**src/rtl/pipeline_hazard_ctrl.sv**
```systemverilog
`default_nettype none
// +----------------------------------------------------------------------------+
// | Module      : pipeline_hazard_ctrl                                         |
// | Description : Hazard controller for a 5-stage in-order pipeline.           |
// |               Tracks in-flight writers in a 3-slot scoreboard (EX/MEM/WB), |
// |               inserts one bubble on load-use, flushes on redirect, selects |
// |               per-operand forwarding sources and counts bubble cycles.     |
// | Ports       : clk, rst            - clock / synchronous active-high reset  |
// |               dec_*               - decode-stage instruction fields        |
// |               redirect            - taken branch/jump resolved in EX       |
// |               f_to_d_enable/flush - fetch->decode flop control             |
// |               d_to_e_enable/bubble- decode->execute flop control           |
// |               fwd_sel_a/b         - operand source select                  |
// |               bubble_count        - saturating bubble-cycle counter        |
// | Revision    : 1.0 - initial release                                        |
// +----------------------------------------------------------------------------+
module pipeline_hazard_ctrl #(
   parameter int REGISTER_SIZE = 5,
   parameter int CNT_SIZE      = 16
) (
   input  logic                     clk,
   input  logic                     rst,
   input  logic                     dec_valid,
   input  logic [REGISTER_SIZE-1:0] dec_rs1,
   input  logic [REGISTER_SIZE-1:0] dec_rs2,
   input  logic                     dec_rs1_used,
   input  logic                     dec_rs2_used,
   input  logic [REGISTER_SIZE-1:0] dec_rd,
   input  logic                     dec_rd_we,
   input  logic                     dec_is_load,
   input  logic                     redirect,
   output logic                     f_to_d_enable,
   output logic                     d_to_e_enable,
   output logic                     d_to_e_bubble,
   output logic                     f_to_d_flush,
   output logic [1:0]               fwd_sel_a,
   output logic [1:0]               fwd_sel_b,
   output logic [CNT_SIZE-1:0]      bubble_count
);

   localparam logic [1:0]          c_fwd_rf      = 2'd0;
   localparam logic [1:0]          c_fwd_mem_dm  = 2'd1;
   localparam logic [1:0]          c_fwd_ex_alu  = 2'd2;
   localparam logic [1:0]          c_fwd_mem_alu = 2'd3;
   localparam logic [CNT_SIZE-1:0] c_cnt_max     = {CNT_SIZE{1'b1}};

   typedef enum logic [1:0] {
      ST_RUN   = 2'd0,
      ST_STALL = 2'd1,
      ST_FLUSH = 2'd2
   } state_t;

   state_t                     r_state;

   logic                       r_ex_valid, r_mem_valid, r_wb_valid;
   logic [REGISTER_SIZE-1:0]   r_ex_rd, r_mem_rd, r_wb_rd;
   logic                       r_ex_load, r_mem_load, r_wb_load;
   logic [CNT_SIZE-1:0]        r_bubble_count;

   logic w_ex_m1, w_ex_m2, w_mem_m1, w_mem_m2, w_wb_m1, w_wb_m2;
   logic w_load_use, w_flush, w_stall, w_issue;
   // WB is_load is carried for slot uniformity but no decision depends on it.
   logic w_unused_wb_load;

   function automatic logic slot_match(input logic                     v,
                                       input logic [REGISTER_SIZE-1:0] rd,
                                       input logic [REGISTER_SIZE-1:0] rs,
                                       input logic                     used);
      return v && (rd == rs) && (rs != '0) && used;
   endfunction

   // Youngest matching producer wins.
   function automatic logic [1:0] fwd_pick(input logic ex_m, input logic ex_ld,
                                           input logic mem_m, input logic mem_ld,
                                           input logic wb_m);
      if (ex_m && !ex_ld)
         return c_fwd_ex_alu;
      else if (ex_m)
         return c_fwd_rf;    // load still in EX: decode is stalled this cycle
      else if (mem_m)
         return mem_ld ? c_fwd_mem_dm : c_fwd_mem_alu;
      else if (wb_m)
         return c_fwd_rf;    // register file writes through to the read port
      else
         return c_fwd_rf;
   endfunction

   assign w_ex_m1  = slot_match(r_ex_valid,  r_ex_rd,  dec_rs1, dec_rs1_used);
   assign w_ex_m2  = slot_match(r_ex_valid,  r_ex_rd,  dec_rs2, dec_rs2_used);
   assign w_mem_m1 = slot_match(r_mem_valid, r_mem_rd, dec_rs1, dec_rs1_used);
   assign w_mem_m2 = slot_match(r_mem_valid, r_mem_rd, dec_rs2, dec_rs2_used);
   assign w_wb_m1  = slot_match(r_wb_valid,  r_wb_rd,  dec_rs1, dec_rs1_used);
   assign w_wb_m2  = slot_match(r_wb_valid,  r_wb_rd,  dec_rs2, dec_rs2_used);
   assign w_unused_wb_load = r_wb_load;

   assign w_load_use = dec_valid && r_ex_load && (w_ex_m1 || w_ex_m2);

   // Redirect overrides everything; a stall is only raised from RUN since the
   // cycle after a stall always has an empty EX slot.
   assign w_flush = redirect || (r_state == ST_FLUSH);
   assign w_stall = (r_state == ST_RUN) && w_load_use && !redirect;
   assign w_issue = d_to_e_enable && !d_to_e_bubble;

   assign f_to_d_flush  = w_flush;
   assign d_to_e_bubble = w_flush || w_stall;
   assign f_to_d_enable = !w_stall;
   assign d_to_e_enable = 1'b1;
   assign fwd_sel_a     = fwd_pick(w_ex_m1, r_ex_load, w_mem_m1, r_mem_load, w_wb_m1);
   assign fwd_sel_b     = fwd_pick(w_ex_m2, r_ex_load, w_mem_m2, r_mem_load, w_wb_m2);
   assign bubble_count  = r_bubble_count;

   always_ff @(posedge clk) begin
      if (rst) begin
         r_state        <= ST_RUN;
         r_ex_valid     <= 1'b0;
         r_ex_rd        <= '0;
         r_ex_load      <= 1'b0;
         r_mem_valid    <= 1'b0;
         r_mem_rd       <= '0;
         r_mem_load     <= 1'b0;
         r_wb_valid     <= 1'b0;
         r_wb_rd        <= '0;
         r_wb_load      <= 1'b0;
         r_bubble_count <= '0;
      end else begin
         if (redirect)
            r_state <= ST_FLUSH;
         else if (w_stall)
            r_state <= ST_STALL;
         else
            r_state <= ST_RUN;

         r_ex_valid  <= w_issue && dec_valid && dec_rd_we && (dec_rd != '0);
         r_ex_rd     <= dec_rd;
         r_ex_load   <= w_issue && dec_is_load;
         r_mem_valid <= r_ex_valid;
         r_mem_rd    <= r_ex_rd;
         r_mem_load  <= r_ex_load;
         r_wb_valid  <= r_mem_valid;
         r_wb_rd     <= r_mem_rd;
         r_wb_load   <= r_mem_load;

         if (d_to_e_bubble && (r_bubble_count != c_cnt_max))
            r_bubble_count <= r_bubble_count + 1'b1;
      end
   end

endmodule
`default_nettype wire

```
**config.mk**
```make
export PLATFORM = sky130hd
export DESIGN_NAME = pipeline_hazard_ctrl
export DESIGN_NICKNAME = d
export VERILOG_FILES = /design/src/rtl/pipeline_hazard_ctrl.sv
export SDC_FILE = /design/constraint.sdc
export NUM_CORES = 1
export LEC_CHECK = 0
export CAP_MARGIN = 40
export CORE_UTILIZATION = 40
export DETAILED_ROUTE_END_ITERATION = 10
export PLACE_DENSITY = 0.68
export SLEW_MARGIN = 20
export SYNTH_ARGS = -nofsm -noshare
export SYNTH_HDL_FRONTEND = slang
export SYNTH_SLANG_ARGS = --single-unit
```
**constraint.sdc**
```tcl
create_clock -name clk -period 4.01 [get_ports clk]
set_clock_uncertainty 0.05 [all_clocks]
set_input_delay 0.401 -clock clk [delete_from_list [all_inputs] [get_ports clk]]
set_output_delay 0.401 -clock clk [all_outputs]
set_load 0.05 [all_outputs]
```
==> metrics.txt <==
status=finished, final reports clean; Seq/Total Area, Yosys=36.4%; most frequent cells in the layout=clkdlybuf4s50_1, dfxtp_1, nor2b_1; diode count=0; Final Core Density=56.9%; min-delay src=r_ex_valid; Leakage Power=0.000807 uW; initial antenna violation count=0; critical-path cell list=clkdlybuf4s50_1, or4_1, o21ai_2, nor3_2, nor4_1, a22o_1, clkdlybuf4s50_1; max cap viols=0; CTS tree=yes; Clk pin slew, worst setup/hold paths=0.06 ns; Initial DRT Pass Iterations=4; crit share post-route=86.4%; number of global-route vias before repair=1335; IO Pins=47; CTS Buffer Depth=2; PostCTS Resize Cnt=0; met1 Use GR=23.1%; gr usage total=17.8%; final WL=3.77 mm; met3 Usage GRT=3.67%; Via density=5.01; Worst R2R Start=bubble_count[0]; Avg Inst Size Synth=9.06 um2; FF+latch count, synth=32; Crit path top cell by count=clkdlybuf4s50_1; RSZ-0062 raised after global routing=no; relative slew slack=54.1%; HPWL after detailed placement=2.81 mm; CP endpoint kind=output port; Initial Util=42.7%; die height=68.3 um; final-report max-slew violation count=0; Hold Buf Count CTS=0; M2 GR Usage=28.3%; WP data required=3.56 ns; Endpoint, Worst Hold=r_mem_valid; largest net degree at the start of global routing=21; Sinks on Clock Net=32; Final min period=3.46 ns; WP buf/inv=2; Initial DRC Count=93; Min-Delay Path Class=flip-flop to flip-flop; commonest register cell after synthesis=dfxtp_1; Pwr Density=298 nW/um2; CORE AREA=4120 um2; Reg2Reg Depth=7; critical path class=input pin to output port; Least-Margin Pin Slew=0.686 ns; crit-path max cell delay=0.79 ns; grt ovf=0; Pwr Total=698 uW; VDD IR max=0.000156 V; reg-to-reg slack, setup=1.23 ns; Final Setup Violations=0; crit path DAT=3.01 ns; # nets final=264; WL per Instance=13.0 um; CP top delay family=buffers and inverters; cts bufs inserted=5; syn nets=218; Root Driver=clkbuf_8; Layout area overhead=33.3%; Critical Path Source Type=input pin; H-tree depth=2; Reg2Reg Capture Point=bubble_count[9]; final hold vios=0; Post-synth EDFFs=0; dpl cells=283; Antenna Nets Post-Route=0; Die W=68.3 um; Post-route DRC=0; Mapped Cells=194; synthesized area=1760 um2; hold depth=1; asr flop ratio synth=0%; Vias=1453; Layout Cells excl Fill=290; highest-delay cell along the critical path=clkdlybuf4s50_1; share of layout cells above drive strength 1=10.8%; I/O Buffers=45; Synth warnings=0; worst skew pair latency=0.28 ns; postcts setup bufs=0; global-route wire length before repair=6.08 mm; leading cell type in the layout, fill and taps excluded=clkdlybuf4s50_1; Routability Congestion=0.758; Max FO, Critical Path=4; GRT Max-Usage Layer=met2; Setup TNS=0 ns; Yosys cell types=39; Fmax achieved=0.289 GHz; Rows=23; total die area=4660 um2
## worst reg2reg max path: stages (launching register included)
cell      delay (ns)
dfxtp_1         0.45
ha_1            0.26
nand3_1         0.12
nor4_1          0.42
nand4_1         0.26
nand2_1         0.57
a211oi_1        0.19
mux2_1          0.34
## flip-flops by register name (all words and copies together), names as in the netlist
register,cells
bubble_count,16
r_mem_rd,5
r_mem_valid,1
r_ex_load,1
r_ex_rd,5
r_ex_valid,1
r_state,2
r_mem_load,1
## worst max path at each step
stage,from,end,depth (start not counted)
finish,dec_rs2[1],fwd_sel_b[1],7
global route,dec_rs2[1],fwd_sel_b[1],7
CTS,dec_rs2[1],fwd_sel_b[1],7
detailed placement,dec_rs2[1],fwd_sel_b[1],7
global placement,dec_rs2[1],fwd_sel_b[1],7
floorplan,dec_rs2[1],fwd_sel_b[1],5
## stage by stage
step | hold slack [ns] | setup slack, ns | instance area, um2
finish | 0.451 | 0.546 | 2340
detailed placement | 0.444 | 0.535 | 2250
CTS | 0.454 | 0.522 | 2340
global placement | 0.433 | 0.590 | 2230
global route | 0.469 | 0.407 | 2340
floorplan | 0.407 | 0.158 | 1760
## metal layers
layer,vias up,wire [um]
li1,765,-
met1,637,1900
met2,45,1590
met3,6,222
met4,0,59
met5,-,0
## cells in the mapped netlist (2+ instances only)
cell	instances	area, um2
nand4_1	8	50.1
inv_1	6	22.5
a21oi_2	6	52.6
nor4_1	4	25.0
nor3_1	2	10.0
mux2_4	6	90.1
a22o_1	2	17.5
clkbuf_1	4	15.0
a211oi_1	6	45.0
mux2_1	7	78.8
nand3_1	8	40.0
nor3_2	2	20.0
a21oi_1	4	20.0
o21ai_2	2	17.5
or4_1	3	22.5
nand2_1	12	45.0
nor2_1	18	67.6
nor2b_1	24	150
xor2_1	4	35.0
dfxtp_1	32	641
xnor2_1	16	140
## area by class of cell
class	instances	area [um2]
clock buffer	7	96.3
fill	394	1770
inverter	6	22.5
multi-input combinational	148	1050
sequential	32	641
tap	50	62.6
timing repair buffer	47	473
## kinds of logic after synthesis
kind of cell,after synthesis,synth area share [%]
XOR/XNOR,20,9.96
buffers and inverters,14,3.91
AO/OA/AOI/OAI,28,13.0
adder cells (fa/ha/maj),1,0.712
AND/OR/NAND/NOR,85,26.1
other,1,0.213
flip-flops,32,36.4
multiplexers,13,9.61
## report_power, final
group / leakage [uW] / switching (uW) / internal [uW]
Sequential: 0.000261 / 9.16 / 326
Clock: 0.0000503 / 112 / 153
Combinational: 0.000496 / 49.0 / 48.8
Total: 0.000807 / 170 / 528
No activity file was read; power rests on OpenSTA's default activity.
